[config.mk]
export PLATFORM = sky130hd
export DESIGN_NAME = uart_fifo_out_path
export DESIGN_NICKNAME = d
export VERILOG_FILES = /design/src/rtl/uart_fifo_out_path.sv
export SDC_FILE = /design/constraint.sdc
export NUM_CORES = 2
export LEC_CHECK = 0
export CAP_MARGIN = 30
export CELL_PAD_IN_SITES_DETAIL_PLACEMENT = 1
export CELL_PAD_IN_SITES_GLOBAL_PLACEMENT = 1
export CORE_UTILIZATION = 40
export CTS_BUF_LIST = sky130_fd_sc_hd__clkbuf_8 sky130_fd_sc_hd__clkbuf_16
export CTS_CLUSTER_SIZE = 10
export DETAILED_ROUTE_END_ITERATION = 8
export PLACE_DENSITY = 0.56
export SLEW_MARGIN = 20
export SYNTH_ARGS = -nofsm -noshare
export SYNTH_HDL_FRONTEND = slang
export SYNTH_SLANG_ARGS = --single-unit
[constraint.sdc]
create_clock -name clk -period 24.9 [get_ports clk]
set_input_delay 4.98 -clock clk [delete_from_list [all_inputs] [get_ports clk]]
set_output_delay 4.98 -clock clk [all_outputs]
set_load 0.01 [all_outputs]
[src/rtl/uart_fifo_out_path.sv]
// UART receive path: 2-flop rx sync, 8N1 receiver (8E1 when UART_PARITY_EN is defined), CRC-8 and error flags,
// a circular byte FIFO, and a sequencer that hands bytes to the consumer over out_start/out_finish.
module uart_fifo_out_path #(
  parameter int         CLKS_PER_BIT = 16,
  parameter int         DEPTH        = 512,
  parameter logic [7:0] EOM_BYTE     = 8'h0D,
  localparam int        CW           = $clog2(DEPTH) + 1
) (
  input  logic          clk,
  input  logic          reset,
  input  logic          rx,
  output logic          tx,
  input  logic          com_enable,
  input  logic          out_enable,
  input  logic          out_finish,
  output logic [7:0]    out_data,
  output logic          out_start,
  output logic          out_done,
  output logic          com_finish,
  output logic [7:0]    crc,
  output logic [3:0]    error,
  output logic [CW-1:0] fifo_count,
  output logic          fifo_empty,
  output logic          fifo_full
);
  localparam int AW   = $clog2(DEPTH);
  localparam int CNTW = $clog2(CLKS_PER_BIT);
  localparam logic [CNTW-1:0] FULL_CNT = CNTW'(CLKS_PER_BIT - 1);
  localparam logic [CNTW-1:0] HALF_CNT = CNTW'(CLKS_PER_BIT / 2 - 1);

  typedef enum logic [2:0] {
    R_IDLE, R_START, R_DATA,
`ifdef UART_PARITY_EN
    R_PARITY,
`endif
    R_STOP, R_DELIVER
  } rx_st_e;

  typedef enum logic [1:0] {S_IDLE, S_READ, S_LOAD, S_WAIT} seq_st_e;

  function automatic logic [7:0] crc8_upd(input logic [7:0] c, input logic [7:0] d);
    logic [7:0] r;
    r = c ^ d;
    for (int i = 0; i < 8; i++) r = r[7] ? ((r << 1) ^ 8'h07) : (r << 1);
    return r;
  endfunction

  assign tx = 1'b1;

  // rx_sync_q[1] is the synchronised level, rx_sync_q[2] its previous value for edge detection
  logic [2:0] rx_sync_q;
  always_ff @(posedge clk or negedge reset) begin
    if (!reset) rx_sync_q <= 3'b111;
    else        rx_sync_q <= {rx_sync_q[1:0], rx};
  end
  wire rx_s = rx_sync_q[1];
  wire fall = rx_sync_q[2] & ~rx_sync_q[1];

  rx_st_e          rst_q;
  logic [CNTW-1:0] cnt_q;
  logic [2:0]      bit_q;
  logic [7:0]      shift_q;
  logic [7:0]      crc_q;
  logic [3:0]      err_q;
  logic            eom_q;

  wire deliver  = (rst_q == R_DELIVER);
  wire is_eom   = (shift_q == EOM_BYTE);
  wire fifo_we  = deliver & ~is_eom & ~fifo_full;

  always_ff @(posedge clk or negedge reset) begin
    if (!reset) begin
      rst_q <= R_IDLE; cnt_q <= '0; bit_q <= '0; shift_q <= '0;
      crc_q <= '0; err_q <= '0; eom_q <= 1'b0;
    end else begin
      case (rst_q)
        R_IDLE: if (com_enable && fall) begin rst_q <= R_START; cnt_q <= '0; end
        R_START:
          if (cnt_q == HALF_CNT) begin
            cnt_q <= '0;
            bit_q <= '0;
            if (rx_s) begin err_q[3] <= 1'b1; rst_q <= R_IDLE; end
            else rst_q <= R_DATA;
          end else cnt_q <= cnt_q + 1'b1;
        R_DATA:
          if (cnt_q == FULL_CNT) begin
            cnt_q   <= '0;
            shift_q <= {rx_s, shift_q[7:1]};
            bit_q   <= bit_q + 1'b1;
`ifdef UART_PARITY_EN
            if (bit_q == 3'd7) rst_q <= R_PARITY;
`else
            if (bit_q == 3'd7) rst_q <= R_STOP;
`endif
          end else cnt_q <= cnt_q + 1'b1;
`ifdef UART_PARITY_EN
        R_PARITY:
          if (cnt_q == FULL_CNT) begin
            cnt_q <= '0;
            if (^{shift_q, rx_s}) begin err_q[1] <= 1'b1; rst_q <= R_IDLE; end
            else rst_q <= R_STOP;
          end else cnt_q <= cnt_q + 1'b1;
`endif
        R_STOP:
          if (cnt_q == FULL_CNT) begin
            cnt_q <= '0;
            if (!rx_s) begin err_q[0] <= 1'b1; rst_q <= R_IDLE; end
            else rst_q <= R_DELIVER;
          end else cnt_q <= cnt_q + 1'b1;
        R_DELIVER: begin
          if (is_eom)         eom_q    <= 1'b1;
          else if (fifo_full) err_q[2] <= 1'b1;
          else                crc_q    <= crc8_upd(crc_q, shift_q);
          rst_q <= R_IDLE;
        end
        default: rst_q <= R_IDLE;
      endcase
    end
  end

  // FIFO storage is not reset; pointers and count define what is valid
  logic [7:0]    mem_q [DEPTH];
  logic [AW-1:0] wptr_q, rptr_q;
  logic [CW-1:0] count_q;
  logic [7:0]    rdata_q;
  seq_st_e       seq_q;

  assign fifo_empty = (count_q == '0);
  assign fifo_full  = (count_q == CW'(DEPTH));
  wire   fifo_re    = (seq_q == S_READ) & ~fifo_empty;

  always_ff @(posedge clk) begin
    if (fifo_we) mem_q[wptr_q] <= shift_q;
  end

  always_ff @(posedge clk or negedge reset) begin
    if (!reset) begin
      wptr_q <= '0; rptr_q <= '0; count_q <= '0; rdata_q <= '0;
    end else begin
      if (fifo_we) wptr_q <= wptr_q + 1'b1;
      if (fifo_re) begin rptr_q <= rptr_q + 1'b1; rdata_q <= mem_q[rptr_q]; end
      case ({fifo_we, fifo_re})
        2'b10:   count_q <= count_q + 1'b1;
        2'b01:   count_q <= count_q - 1'b1;
        default: count_q <= count_q;
      endcase
    end
  end

  logic [7:0] out_data_q;
  logic       out_start_q;

  // out_start rises as LOAD completes, so it coincides with the first WAIT cycle
  always_ff @(posedge clk or negedge reset) begin
    if (!reset) begin
      seq_q <= S_IDLE; out_data_q <= '0; out_start_q <= 1'b0;
    end else begin
      case (seq_q)
        S_IDLE: begin
          out_start_q <= 1'b0;
          if (out_enable && !fifo_empty) seq_q <= S_READ;
        end
        S_READ: seq_q <= S_LOAD;
        S_LOAD: begin out_data_q <= rdata_q; out_start_q <= 1'b1; seq_q <= S_WAIT; end
        S_WAIT: begin
          out_start_q <= 1'b0;
          if (out_finish) seq_q <= S_IDLE;
        end
        default: seq_q <= S_IDLE;
      endcase
    end
  end

  assign out_data   = out_data_q;
  assign out_start  = out_start_q;
  assign out_done   = (seq_q == S_IDLE) & fifo_empty;
  assign com_finish = eom_q;
  assign crc        = crc_q;
  assign error      = err_q;
  assign fifo_count = count_q;
endmodule

## Word level (Yosys, flattened, before mapping)

Memory sizes are Yosys's and may differ from the RTL's. A register that Yosys moved wholly into a read port is not among the register bits.
Cells that the tools add are included.

| storage, ports and cells | value |
|---|---|
| register bits | 72 |
| memory bits (writable) | 4096 |
| output and inout port bits | 36 |
| memories kept | 1 |
| input bits | 6 |
| memory bits (read-only) | 0 |
| bits in latches | 0 |
| word-level logic and storage cells | 115 |

Memories:

| name | words | width | rd ports | clocked after Yosys merged registers in | wr ports | line | source |
|---|---|---|---|---|---|---|---|
| mem_q | 512 | 8 | 1 | 1 | 1 | 122 | `logic [7:0] mem_q [DEPTH];` |

| cells by class | value |
|---|---|
| multiplexer cells | 30 |
| bitwise operators | 18 |
| reduce and logical (&&, ||, !) cells | 23 |
| add/subtract/negate cells | 6 |
| divide/modulo/power cells | 0 |
| magnitude comparators | 0 |
| equal/unequal tests | 21 |
| $mul | 0 |
| shift operators | 0 |

Operators with widths:

| kind | count |
|---|---|
| 2-to-1 mux 3 bit | 16 |
| inverter 3 bit | 8 |
| one-hot mux 10 bit (2 select lines) | 1 |
| adder 9 x 1 -> 9 bit (second input constant) | 2 |
| AND reduction 3 bit | 5 |
| inequality test 2 bit (second input constant) | 7 |
| 2-to-1 mux 4 bit | 3 |
| one-hot mux 3 bit (4 select lines) | 1 |
| one-hot mux 4 bit (3 select lines) | 1 |
| adder 10 x 1 -> 10 bit (second input constant) | 1 |
| equality test 10 bit (second input constant) | 1 |
| logical NOT 10 bit | 1 |
| subtractor 10 x 1 -> 10 bit (second input constant) | 1 |
| equality test 8 x 4 -> 1 bit (second input constant) | 1 |
| one-hot mux 2 bit (4 select lines) | 1 |
| AND reduction 2 bit | 4 |
| XOR 8 bit | 1 |
| equality test 2 bit (second input constant) | 3 |
| equality test 3 x 2 -> 1 bit (second input constant) | 2 |
| equality test 3 bit (second input constant) | 2 |
| 2-to-1 mux 2 bit | 3 |
| one-hot mux 3 bit (2 select lines) | 1 |
| nonzero test 2 bit | 3 |
| AND 1 bit | 5 |
| other kinds (16) | 24 |

## Logic depth before layout (Yosys ltp)

| depth | value |
|---|---|
| depth in word-level cells | 17 |
| mapped depth | 16 |
| depth with buffers taken out | 15 |

## Worst setup path before layout

Ideal clock, no wire load.

| timing | value |
|---|---|
| path type | register to register |
| start | register shift_q[4] |
| end | register count_q[9] (netlist: fifo_count[9]) |
| clock period less this slack | 9.843 ns |
| setup slack | 15.057 ns |
| data arrival time | 9.733 ns |
| stages on the path, launching flop included | 15 |
| path through | dfrtp_1 -> nor4_1 -> nand4_1 -> nor3b_1 -> inv_1 -> ha_1 -> ha_1 -> a21o_1 -> a21oi_1 -> o21bai_1 -> a21oi_1 -> o21ai_0 -> a21oi_1 -> mux2_2 -> o41ai_1 |

| on the way | value |
|---|---|
| word-level cells in the longest chain between the ends | 6 |

Ends and longest elaborated chain:

| element | line | source |
|---|---|---|
| from (decl) | 62 | `logic [7:0] shift_q;` |
| from (signal assigned) | 88 | `shift_q <= {rx_s, shift_q[7:1]};` |
| equality test 8 x 4 -> 1 bit (*) | 68 | `wire is_eom = (shift_q == EOM_BYTE);` |
| inverter 1 bit (no line) (*) | n/a |  |
| AND 1 bit (*) (2 in a row) | 69 | `wire fifo_we = deliver & ~is_eom & ~fifo_full;` |
| equality test 2 x 1 -> 1 bit / equality test 2 bit (equally long branches) | 142 | `case ({fifo_we, fifo_re})` |
| one-hot mux 10 bit (2 select lines) / nonzero test 2 bit (equally long branches) | n/a |  |
| to (signal assigned) | 143 | `2'b10: count_q <= count_q + 1'b1;` |
| to (signal assigned) | 144 | `2'b01: count_q <= count_q - 1'b1;` |
| to (signal assigned) | 145 | `default: count_q <= count_q;` |
| to (decl) | 124 | `logic [CW-1:0] count_q;` |

Mark *: on every way between the ends. The rest lies on a longest branch, timed or not.
A chain may end at the register's enable or synchronous reset.

## Worst setup path in the final report

| timing | value |
|---|---|
| start | register count_q[0] (netlist: fifo_count[0]) |
| end | output port fifo_full |

| on the way | value |
|---|---|
| word-level cells in the longest chain between the ends | 1 |

Ends and longest elaborated chain:

| element | line | source |
|---|---|---|
| equality test 10 bit | 129 | `assign fifo_full = (count_q == CW'(DEPTH));` |
| to (decl) | 24 | `output logic fifo_full` |

Every way passes these cells.

==> impl_metrics.json <==
{
  "r2r-end": "rdata_q[3]",
  "vias": 82256,
  "worstMarginPinSlew_ps": 1140,
  "grt_pass1_wl_mm": 696,
  "synth_compound_area_share_pct": 2.85,
  "finalCriticalPeriod_ps": 7820,
  "p_per_area_nw_per_um2": 91.2,
  "final-setup-viol-count": 0,
  "slew_headroom_pct": 22.9,
  "outcome": "complete, no violations",
  "dp_hpwl_mm": 300,
  "skew_ps": 74.6,
  "clkSlewWorstSetupHoldPaths_ps": 60,
  "worstSkewPairLatency_ps": 1030,
  "start_util_pct": 40.2,
  "layout_common_cells": "4,096 x edfxtp_1, 971 x mux4_2, 558 x nor2_1, 472 x clkbuf_16, 315 x mux2i_1",
  "die-width_um": 639,
  "synth_top_family_by_area": "multiplexers",
  "hp-start": "rx_sync_q[0]",
  "core_sq_um": 403000,
  "required_ps": 19920,
  "hold_path.class": "reg2reg",
  "synth-simple-area-share_pct": 2.47,
  "synth_seq_cells": 4176,
  "r2r_slack_ps": 18160,
  "mostFrequentLayoutCell": "edfxtp_1",
  "critPathMaxStageDelay_ps": 590,
  "synthMuxAreaShare_pct": 15.6,
  "avgSynthCellArea_sq_um": 21.1,
  "drt-total-wl_mm": 503,
  "nets": 8062,
  "synth_xor_area_share_pct": 0.275,
  "io_pins": 42,
  "syn-num-nets": 7718,
  "gp_congestion": 0.808,
  "crit_path_end_kind": "output pin",
  "cts_buffer_depth": 4,
  "grt_pass1_vias": 84651,
  "ir_drop_v": 0.0000870,
  "syn_inst": 7688,
  "cp_max_fo": 5,
  "whs_endpoint": "rx_sync_q[1]",
  "tns_ps": 0,
  "remaining_drc_errors": 0,
  "r2r-start": "rptr_q[0]",
  "post_cts_resize_count": 0,
  "cts-buffers-inserted": 468,
  "grt_overflow": 0,
  "ant_nets": 0,
  "slowest_stage": "clkdlybuf4s50_1",
  "rsz0062_at_grt": "no",
  "hold_viol_final": 0,
  "die-area_sq_um": 409000,
  "cts_tree": "yes",
  "synth_edf_count": 4096,
  "root_buffer": "clkbuf_16",
  "finalCritPeriodShare_pct": 31.4,
  "worstHoldPathCells": 0,
  "die_y_um": 639,
  "fmax_ghz": 0.128,
  "drive_gt1_share_pct": 23.3,
  "cts_setup_buffers": 0,
  "grt_max_degree": 206,
  "reg2reg_depth": 11,
  "ys_types": 73,
  "synth-seq-area-share_pct": 77.0,
  "synthFlopType": "edfxtp_1",
  "drv_cap": 0,
  "antenna_found_initial": 42,
  "htreeDepth": 5,
  "maxSlewViolCount": 0,
  "syn_area_sq_um": 162000,
  "clkSinkCount": 4176,
  "cts_hold_buf": 0,
  "viasPerCell": 6.03,
  "grtUsageTotal_pct": 24.4,
  "drtIter0Drc": 9228,
  "wire_per_inst_um": 36.9,
  "port_buffers": 39,
  "startpoint_type": "flip-flop",
  "area_growth_pct": 12.9,
  "crit_chain": "nor3_1 -> nand3_1 -> nor2_1 -> clkdlybuf4s50_1",
  "rows": 233,
  "drt_pass1_iterations": 5,
  "critPathKind": "reg2out",
  "yosys.area_share.adder_pct": 0.190,
  "utilization_pct": 45.4,
  "crit_arrival_ps": 2840,
  "p_leak_nw": 57.2,
  "yosysWarnings": 1,
  "async_flop_share_pct": 1.92
}
==> state kept, by name, summed over array words and instances, names as in the netlist, 4 cells and up <==
name	flops
out_data	8
crc	8
wptr_q	9
mem_q	4096
rptr_q	9
shift_q	8
rdata_q	8
fifo_count	10
cnt_q	4
==> metal layers <==
| metal | vias up | GRT usage (%) | part of all wire [%] |
|---|---|---|---|
| li1 | 32593 | - | - |
| met1 | 45527 | 34.4 | 42 |
| met2 | 3366 | 39.0 | 47 |
| met3 | 748 | 4.60 | 7.7 |
| met4 | 22 | 6.81 | 3.1 |
| met5 | - | 0 | 0.028 |
==> where the power goes <==
group | internal (mW) | switching, mW | total [mW]
Sequential | 7.64 | 0.136 | 7.78
Clock | 3.38 | 2.72 | 6.11
Combinational | 1.03 | 1.82 | 2.84
==> critical path, delay by kind of cell, from the launching register on <==
family	cells	cell delay [ps]
buffers and inverters	1	590
and+or+nand+nor	3	810
DFF	1	450
==> kinds of logic after synthesis <==
kind of cell	Yosys count
xor gates and xnor gates	51
AOI/OAI and AO/OA	663
and+or+nand+nor	964
adders and majority gates	24
buffers and inverters	496
DFF	4176
muxes	1312
other	2
==> area by class of cell <==
class / instances / area [sq um]
Clock inverter: 183 / 1150
Inverter: 18 / 75.1
Antenna cell: 12 / 30.0
Fill cell: 36668 / 220000
Sequential cell: 4176 / 125000
Clock buffer: 476 / 11900
Tap cell: 5405 / 6760
Multi-Input combinational cell: 3016 / 35200
Timing Repair Buffer: 352 / 3210
==> Yosys cell counts (5+ instances only) <==
library cell	number	area (sq um)
a211o_1	5	43.8
mux2i_1	315	3150
xnor2_1	38	333
inv_1	16	60.1
o21ai_0	97	485
nor4_1	11	68.8
o31ai_1	5	37.5
buf_2	96	480
nor2_1	577	2170
buf_4	63	473
nor3_1	50	250
ha_1	23	288
nand2_1	192	721
o2111ai_1	6	52.6
a21o_1	8	60.1
a211oi_1	34	255
nand4_1	15	93.8
a2111oi_0	10	87.6
nor3b_1	8	60.1
mux2_2	26	293
edfxtp_1	4096	123000
xor2_1	13	114
o221ai_1	37	324
and2_1	9	56.3
buf_6	50	563
nor2b_1	13	81.3
o22ai_1	53	332
clkbuf_1	226	848
nand3_1	52	260
mux4_2	971	21900
o211ai_1	19	143
and3_1	10	62.6
a22oi_1	136	1020
a21oi_1	109	546
nand2b_1	7	43.8
a31oi_1	11	68.8
a22o_1	29	254
buf_1	39	146
nand3b_1	6	45.0
a221oi_1	63	552
dfrtp_1	77	1930
==> metrics by stage <==
| step | worst slack [ps] | hold WS (ps) | std cells | area [sq um] | power (mW) |
|---|---|---|---|---|---|
| 2_1_floorplan | 15060 | 345 | 7688 | 162000 | 9.79 |
| 3_3_place_gp | 17550 | 349 | 12858 | 169000 | 10.8 |
| 3_5_place_dp | 17940 | 355 | 12900 | 170000 | 10.8 |
| 4_1_cts | 16990 | 357 | 13559 | 183000 | 16.9 |
| 5_1_grt | 16950 | 356 | 13628 | 183000 | 17.2 |
| 6_report | 17080 | 358 | 13638 | 183000 | 16.7 |
==> worst max path at each step <==
stage | start | to | cells past startpoint
floorplan | shift_q[4] | fifo_count[9] | 14
global placement | rptr_q[0] | rdata_q[6] | 10
detailed placement | rptr_q[0] | rdata_q[3] | 11
CTS | fifo_count[0] | fifo_full | 4
global route | fifo_count[0] | fifo_full | 4
finish | fifo_count[0] | fifo_full | 4
No activity file was read; power rests on OpenSTA's default activity.
